===== src/rtl/seg7_scan.sv =====
// -----------------------------------------------------------------------------
// seg7_scan
// Time-multiplexed scan controller for a common-anode multi-digit 7-segment
// display. A DIGITS-nibble value is captured into a pending register on LOAD
// and promoted to the displayed copy only at a frame boundary (the tick that
// lights digit 0), so a single scan never mixes two values.
//
// Optional build macro: SEG7_BLANK_LZ_EN
//   defined   -> leading-zero blanking (digit 0 is never blanked)
//   undefined -> every digit is lit in its slot
// -----------------------------------------------------------------------------
module seg7_scan #(
    parameter int DIGITS = 8,
    parameter int DIV    = 50000,
    parameter int DIV_W  = 16
) (
    input  logic                  CLK,
    input  logic                  nRST,
    input  logic [4*DIGITS-1:0]   DATA,
    input  logic                  LOAD,
    output logic                  BUSY,
    output logic [3:0]            DOUT,
    output logic [DIGITS-1:0]     nDIG,
    output logic                  FRAME
);

    localparam int               IDX_W      = (DIGITS > 1) ? $clog2(DIGITS) : 1;
    localparam logic [DIV_W-1:0] DIV_LAST   = DIV_W'(DIV - 1);
    localparam logic [DIV_W-1:0] PRESC_ONE  = DIV_W'(1);
    localparam logic [IDX_W-1:0] IDX_LAST   = IDX_W'(DIGITS - 1);
    localparam logic [IDX_W-1:0] IDX_ONE    = IDX_W'(1);

    logic [DIV_W-1:0]    r_presc;
    logic [IDX_W-1:0]    r_idx;
    logic [4*DIGITS-1:0] r_shown;
    logic [4*DIGITS-1:0] r_pending;
    logic                r_busy;
    logic [3:0]          r_dout;
    logic [DIGITS-1:0]   r_ndig;
    logic                r_frame;

    logic                w_tick;
    logic                w_boundary;
    logic [4*DIGITS-1:0] w_shown_next;
    logic [3:0]          w_nib;
    logic [DIGITS-1:0]   w_sel;
    logic                w_blank;

    assign w_tick       = (r_presc == DIV_LAST);
    assign w_boundary   = w_tick && (r_idx == '0);
    // At a frame boundary with a value waiting, digit 0 already shows the new value.
    assign w_shown_next = (w_boundary && r_busy) ? r_pending : r_shown;

    // Prescaler: counts 0..DIV-1 and wraps; tick marks the last count of a slot.
    always_ff @(posedge CLK) begin
        // NOTE: sequential state uses non-blocking assignments so every register
        // samples pre-edge values regardless of statement order.
        if (!nRST) begin
            r_presc <= '0;
        end else if (w_tick) begin
            r_presc <= '0;
        end else begin
            r_presc <= r_presc + PRESC_ONE;
        end
    end

    // Pick the nibble and the active-high one-hot enable for the current slot.
    always_comb begin
        // NOTE: defaults first so no path leaves a combinational output unassigned
        // (which would infer a latch).
        w_nib = '0;
        w_sel = '0;
        for (int i = 0; i < DIGITS; i++) begin
            if (r_idx == IDX_W'(i)) begin
                w_nib    = w_shown_next[4*i +: 4];
                w_sel[i] = 1'b1;
            end
        end
    end

`ifdef SEG7_BLANK_LZ_EN
    logic [DIGITS-1:0] w_lz;

    // Leading-zero detection: w_lz[i] is set when nibbles i..DIGITS-1 are all zero.
    always_comb begin
        logic v_all_zero;
        v_all_zero = 1'b1;
        w_lz       = '0;
        for (int i = DIGITS - 1; i >= 0; i--) begin
            v_all_zero = v_all_zero && (w_shown_next[4*i +: 4] == 4'h0);
            w_lz[i]    = v_all_zero;
        end
        // Digit 0 always shows, so a zero value still displays a single "0".
        w_lz[0] = 1'b0;
    end

    assign w_blank = |(w_sel & w_lz);
`else
    assign w_blank = 1'b0;
`endif

    // Scan outputs: on each tick present the current digit and advance the index.
    always_ff @(posedge CLK) begin
        if (!nRST) begin
            r_idx   <= '0;
            r_dout  <= '0;
            r_ndig  <= '1;
            r_frame <= 1'b0;
        end else begin
            r_frame <= w_boundary;
            if (w_tick) begin
                r_dout <= w_nib;
                r_ndig <= w_blank ? '1 : ~w_sel;
                r_idx  <= (r_idx == IDX_LAST) ? '0 : r_idx + IDX_ONE;
            end
        end
    end

    // Value capture: LOAD writes pending; a frame boundary promotes pending to shown.
    always_ff @(posedge CLK) begin
        // NOTE: the wide data registers are reset as well, so a reset mid-frame
        // discards whatever value was waiting and the display restarts from zero.
        if (!nRST) begin
            r_shown   <= '0;
            r_pending <= '0;
            r_busy    <= 1'b0;
        end else begin
            if (w_boundary && r_busy) begin
                r_shown <= r_pending;
                r_busy  <= 1'b0;
            end
            // A LOAD on the same edge wins: new data is pending and BUSY stays set.
            if (LOAD) begin
                r_pending <= DATA;
                r_busy    <= 1'b1;
            end
        end
    end

    assign BUSY  = r_busy;
    assign DOUT  = r_dout;
    assign nDIG  = r_ndig;
    assign FRAME = r_frame;

endmodule

===== config.mk =====
export PLATFORM = sky130hd
export DESIGN_NAME = seg7_scan
export DESIGN_NICKNAME = d
export VERILOG_FILES = /design/src/rtl/seg7_scan.sv
export SDC_FILE = /design/constraint.sdc
export NUM_CORES = 1
export LEC_CHECK = 0
export CORE_MARGIN = 4
export CORE_UTILIZATION = 40
export CTS_CLUSTER_DIAMETER = 40
export DETAILED_ROUTE_END_ITERATION = 16
export DONT_BUFFER_PORTS = 1
export PLACE_DENSITY = 0.66
export SYNTH_ARGS = -nofsm -noshare
export SYNTH_HDL_FRONTEND = slang
export SYNTH_SLANG_ARGS = --single-unit

===== constraint.sdc =====
create_clock -name CLK -period 1.9 [get_ports CLK]
set_clock_uncertainty 0.05 [all_clocks]
set_input_delay 0.57 -clock CLK [delete_from_list [all_inputs] [get_ports CLK]]
set_output_delay 0.57 -clock CLK [all_outputs]
set_load 0.02 [all_outputs]

* Word level (Yosys, flattened, before mapping)
Cells that the tools add are included.
Cells by class: bitwise logic cells 2, add/sub/neg operators 2, reductions and logical operators 5, eq/ne operators 8, mux-type cells 20
Operators with widths (count):
- $mux 32 | 1
- $mux 4 | 8
- $add 16x1->16 const B | 1
- $eq 16x16->1 const B | 1
- $eq 3x3->1 const B | 4
- $mux 1 | 10
- $not 8->8 | 1
- $eq 3x2->1 const B | 2
- $add 3x1->3 const B | 1
- $eq 3x1->1 const B | 1
- $logic_not 3->1 | 1
- $mux 3 | 1
- $logic_and 1x1->1 | 2
- $reduce_bool 2->1 | 1
- $reduce_or 2->1 | 1
- $not 1->1 | 1
Word-level totals: register bits 97, logic and storage cells 45

* Logic depth before layout (Yosys ltp)
depth in word-level cells 12, gate-level depth with buffers 11, gate-level depth less buffers 8

* Least setup slack after synthesis
OpenSTA, ideal clock, no wires.
path kind flip-flop to flip-flop, from reg r_presc[0], to reg r_dout[0] (netlist: DOUT[0]), stages on the path, launching flop included 11, data required time 1.734 ns, buffers on the path 3, setup slack -0.082 ns, arrival 1.817 ns, cells stage by stage dfxtp_1 > ha_1 > and3_1 > buf_2 > and4_1 > buf_4 > nand2_4 > buf_6 > mux2i_1 > o211ai_1 > a31o_1
Between the ends: cells in the longest elaborated chain, start to end 12
RTL lines:
- start, declared | RTL line 33 | logic [DIV_W-1:0] r_presc;
- start signal, assigned | RTL line 63 | r_presc <= r_presc + PRESC_ONE;
- $eq 16x16->1 * | RTL line 49 | assign w_tick = (r_presc == DIV_LAST);
- $logic_and 1x1->1 | RTL line 50 | assign w_boundary = w_tick && (r_idx == '0);
- $logic_and 1x1->1 | RTL line 52 | assign w_shown_next = (w_boundary && r_busy) ? r_pending : r_shown;
- $mux 32
- $mux 4 (8 in series) | RTL line 74 | if (r_idx == IDX_W'(i)) begin
- end signal, assigned | RTL line 112 | r_dout <= w_nib;
- end, declared | RTL line 38 | logic [3:0] r_dout;
Every way passes the cells marked *; elsewhere a longest branch is shown, timed or not. A chain may end at the register's enable or synchronous reset.

* Worst setup path in the final report
from reg r_idx[1], to reg r_dout[1] (netlist: DOUT[1])
Between the ends: cells in the longest elaborated chain, start to end 12
RTL lines:
- start, declared | RTL line 34 | logic [IDX_W-1:0] r_idx;
- start signal, assigned | RTL line 114 | r_idx <= (r_idx == IDX_LAST) ? '0 : r_idx + IDX_ONE;
- $logic_not 3->1 | RTL line 50, 74
- $logic_and 1x1->1 | RTL line 50
- $logic_and 1x1->1 | RTL line 52
- $mux 32
- $mux 4 (7 in series) | RTL line 74
- $mux 4 * | RTL line 74
Marked as above.

==> impl_metrics.py <==
metrics = {
    "finish": {
        "finish.instance_area_mm2": 0.00488,
        "drive_above_1_share": 0.202,
        "layout.nets": 531,
        "diodes": 0,
        "area_growth_pct": 19.4,
        "stdcell_count": 627,
    },
    "logic_synthesis": {
        "yosysTopAreaCell": "dfxtp_1",
        "synth_area_mm2": 0.00409,
        "synth_edf_count": 0,
        "syn_nets": 498,
        "yosysWarnings": 0,
        "ys_ff_latch": 97,
        "synthDistinctLibCells": 47,
        "synth.avg_cell_area_um2": 8.97,
        "yosysMostFrequentCell": "dfxtp_1",
        "synth_area_leaders": "dfxtp_1, mux2i_1, nand2_1, nor2_1, a21oi_1",
        "async_flop_share": 0,
        "synthCells": 456,
        "synth_top_area_frac": 0.475,
        "synth_ff_type": "dfxtp_1",
        "ys_top_cells_by_count": "dfxtp_1, nand2_1, nor2_1, mux2i_1, a21oi_1",
        "synth-seq-area-share": 0.475,
    },
    "grt": {
        "gr-usage-all-layers": 0.173,
        "grt_pass1_wl_um": 16000,
        "grt_max_degree": 69,
        "antenna_found_initial": 0,
        "overflow": 0,
        "grt_pass1_vias": 3209,
    },
    "sta": {
        "maxSlewViolCount": 0,
        "slew_headroom": 0.705,
        "grt_setup_unrepaired": "true",
        "worstMarginPinSlew_ns": 0.442,
        "final-hold-violation-count": 0,
        "fin_crit_sh": 1.01,
        "period_needed_ns": 1.92,
        "clock.fmax_mhz": 520,
        "worst_slack_ns": -0.0247,
        "setup_viol": 1,
    },
    "clock_tree": {
        "cts_tree": "yes",
        "clockBufferDepth": 2,
        "clk_pin_slew_worst_paths_ns": 0.10,
        "numCtsBuffers": 9,
        "root_buffer": "clkbuf_8",
        "clock_sinks": 97,
        "clk_latency_ns": 0.37,
        "htree_levels": 3,
        "cts_hold_buf": 0,
    },
    "worst_setup_path": {
        "timing.rr.end": "DOUT[1]",
        "endpoint": "DOUT[1]",
        "cpPeakStageDelay_ns": 0.34,
        "regToRegSetupSlack_ns": -0.02,
        "startpoint_type": "register",
        "critical_path_buf_inv_count": 2,
        "worst-path-stages": 9,
        "startpoint": "r_idx[1]",
        "crit_chain": "inv_2 -> ha_4 -> and3b_2 -> buf_6 -> mux2i_2 -> nand2_1 -> nand4b_1 -> o211ai_1 -> a31o_1",
        "critPathSlowestCell": "dfxtp_2",
        "worstPathMaxFanout": 6,
        "worstPathArrival_ns": 2.15,
        "cp-end-kind": "register",
        "crit_type": "reg2reg",
        "cp_top_family": "simple AND/OR/NAND/NOR gates",
        "reg2reg_depth": 9,
        "crit_required_ns": 2.13,
        "regToRegStartpoint": "r_idx[1]",
    },
    "placement": {
        "placed_area_mm2": 0.00447,
        "port-buffer-count": 0,
        "dp.final_hpwl_um": 6900,
        "dp_cells": 603,
        "gp_congestion": 0.902,
        "pre_cts_slack_ns": -0.125,
    },
    "outcome": {
        "outcome": "complete, but fails checks",
        "violations": "negative setup slack",
    },
    "die": {
        "rows": 36,
        "initial_core_util": 0.415,
        "fp.coreArea_mm2": 0.00986,
        "die_area_mm2": 0.0119,
        "die_h_um": 109,
        "pin_count": 49,
        "die_w_um": 109,
    },
    "routing": {
        "firstDrtPassIters": 5,
        "via_count": 3350,
        "wirelength_um": 10200,
        "drc": 0,
        "drt_iter0_markers": 284,
        "via_per_inst": 5.34,
        "wl_per_cell_um": 16.3,
        "postRouteAntennaNets": 0,
    },
    "pwr": {
        "ir_drop_mv": 0.479,
        "netSwitchingPower_w": 0.000902,
        "switching_share": 0.253,
        "leakage_nw": 1.98,
        "combinationalPowerShare": 0.042,
        "finalPower_w": 0.00356,
        "clockPowerShare": 0.365,
        "internal_power_w": 0.00266,
        "seq_power_share": 0.593,
        "p_per_area_mw_per_mm2": 729,
    },
    "flow_run": {
        "drv_cap": 0,
    },
    "hold_path": {
        "hp-class": "in2reg",
    },
}
## what timing repair did
action,4_1_cts,5_1_grt
buffers inserted,2,4
setup endpoints to repair,4,20
hold endpoints to repair,0,0
pin swaps,8,16
cloned,1,1
resized for setup,13,23
## power groups by stage
stage          logic (W)  registers [W]  clock network [W]
2_1_floorplan   0.000123        0.00215                  0
3_3_place_gp    0.000128        0.00216                  0
3_5_place_dp    0.000131        0.00216                  0
4_1_cts         0.000144        0.00211            0.00133
5_1_grt         0.000167        0.00212            0.00141
6_report        0.000149        0.00211            0.00130
## layout make-up
cell class | count | area (um^2)
Clock buffer | 9 | 124
Tap cell | 133 | 166
Multi-Input combinational cell | 322 | 2120
Clock inverter | 7 | 65.1
Timing Repair Buffer | 49 | 413
Sequential cell | 97 | 1960
Inverter | 10 | 37.5
Fill cell | 934 | 4980
## stage by stage
stage	hold slack [ns]	TNS, ns	util
floorplan	0.366	-0.0245	-
detailed placement	0.383	-0.329	0.454
finish	0.206	-0.0247	0.495
CTS	0.196	-0.00495	0.481
global placement	0.372	-0.185	0.454
global route	0.194	-0.151	0.495
## layout by cell type (no fill, tap or decap), types with 2 or more instances in the layout
cell,netlist,routed
nand2_1,64,63
nand2_4,1,2
dfxtp_2,0,9
ha_4,0,2
o211ai_1,10,10
nor2b_1,3,2
clkinv_2,0,2
nand4_1,5,5
o21ai_0,5,4
a31oi_1,7,6
mux2i_2,0,3
o2111ai_1,3,3
buf_12,0,3
and4_4,0,2
and3_1,9,8
inv_8,0,2
a211oi_1,2,2
nor4b_4,0,2
and2_1,4,3
xor2_1,3,3
a31o_1,3,3
clkbuf_8,0,9
nor3_1,4,4
a32oi_1,4,3
or3_1,3,3
dfxtp_1,97,87
nand3_1,9,9
nor2_1,62,62
inv_2,0,2
nand4b_1,3,3
buf_4,4,44
mux2i_1,45,41
xnor2_1,8,8
a21oi_1,39,39
buf_6,3,2
inv_1,9,7
ha_1,7,5
## kinds of logic after synthesis
family	count (synthesis)	synth area share
simple gates	177	0.202
mux	46	0.113
buf+inv	39	0.0456
flops	97	0.475
fa+ha+maj	7	0.0214
compound gates	79	0.120
xor+xnor	11	0.0236
## per-layer routing
| metal | routed length [um] | vias to the layer above | GRT usage |
|---|---|---|---|
| li1 | - | 1652 | - |
| met1 | 4460 | 1580 | 0.221 |
| met2 | 4910 | 105 | 0.274 |
| met3 | 689 | 13 | 0.0628 |
| met4 | 146 | 0 | 0.0523 |
| met5 | 0 | - | 0 |
## sequential cells by signal, indices dropped and copies added, names as in the netlist
register and cells:
r_pending 32, r_shown 32, r_presc 16, nDIG 8, DOUT 4, r_idx 3, BUSY 1, FRAME 1
## how the worst min path moves through the flow
stage               startpoint         end  slack, ns  cells after the start
finish                    nRST     nDIG[4]       0.21                      1
global route              nRST     nDIG[4]       0.19                      1
CTS                       nRST     nDIG[4]       0.20                      1
detailed placement  r_presc[0]  r_presc[0]       0.38                      1
global placement    r_presc[0]  r_presc[0]       0.37                      1
floorplan           r_presc[0]  r_presc[0]       0.37                      1
Power figures use the tool's default switching activity.
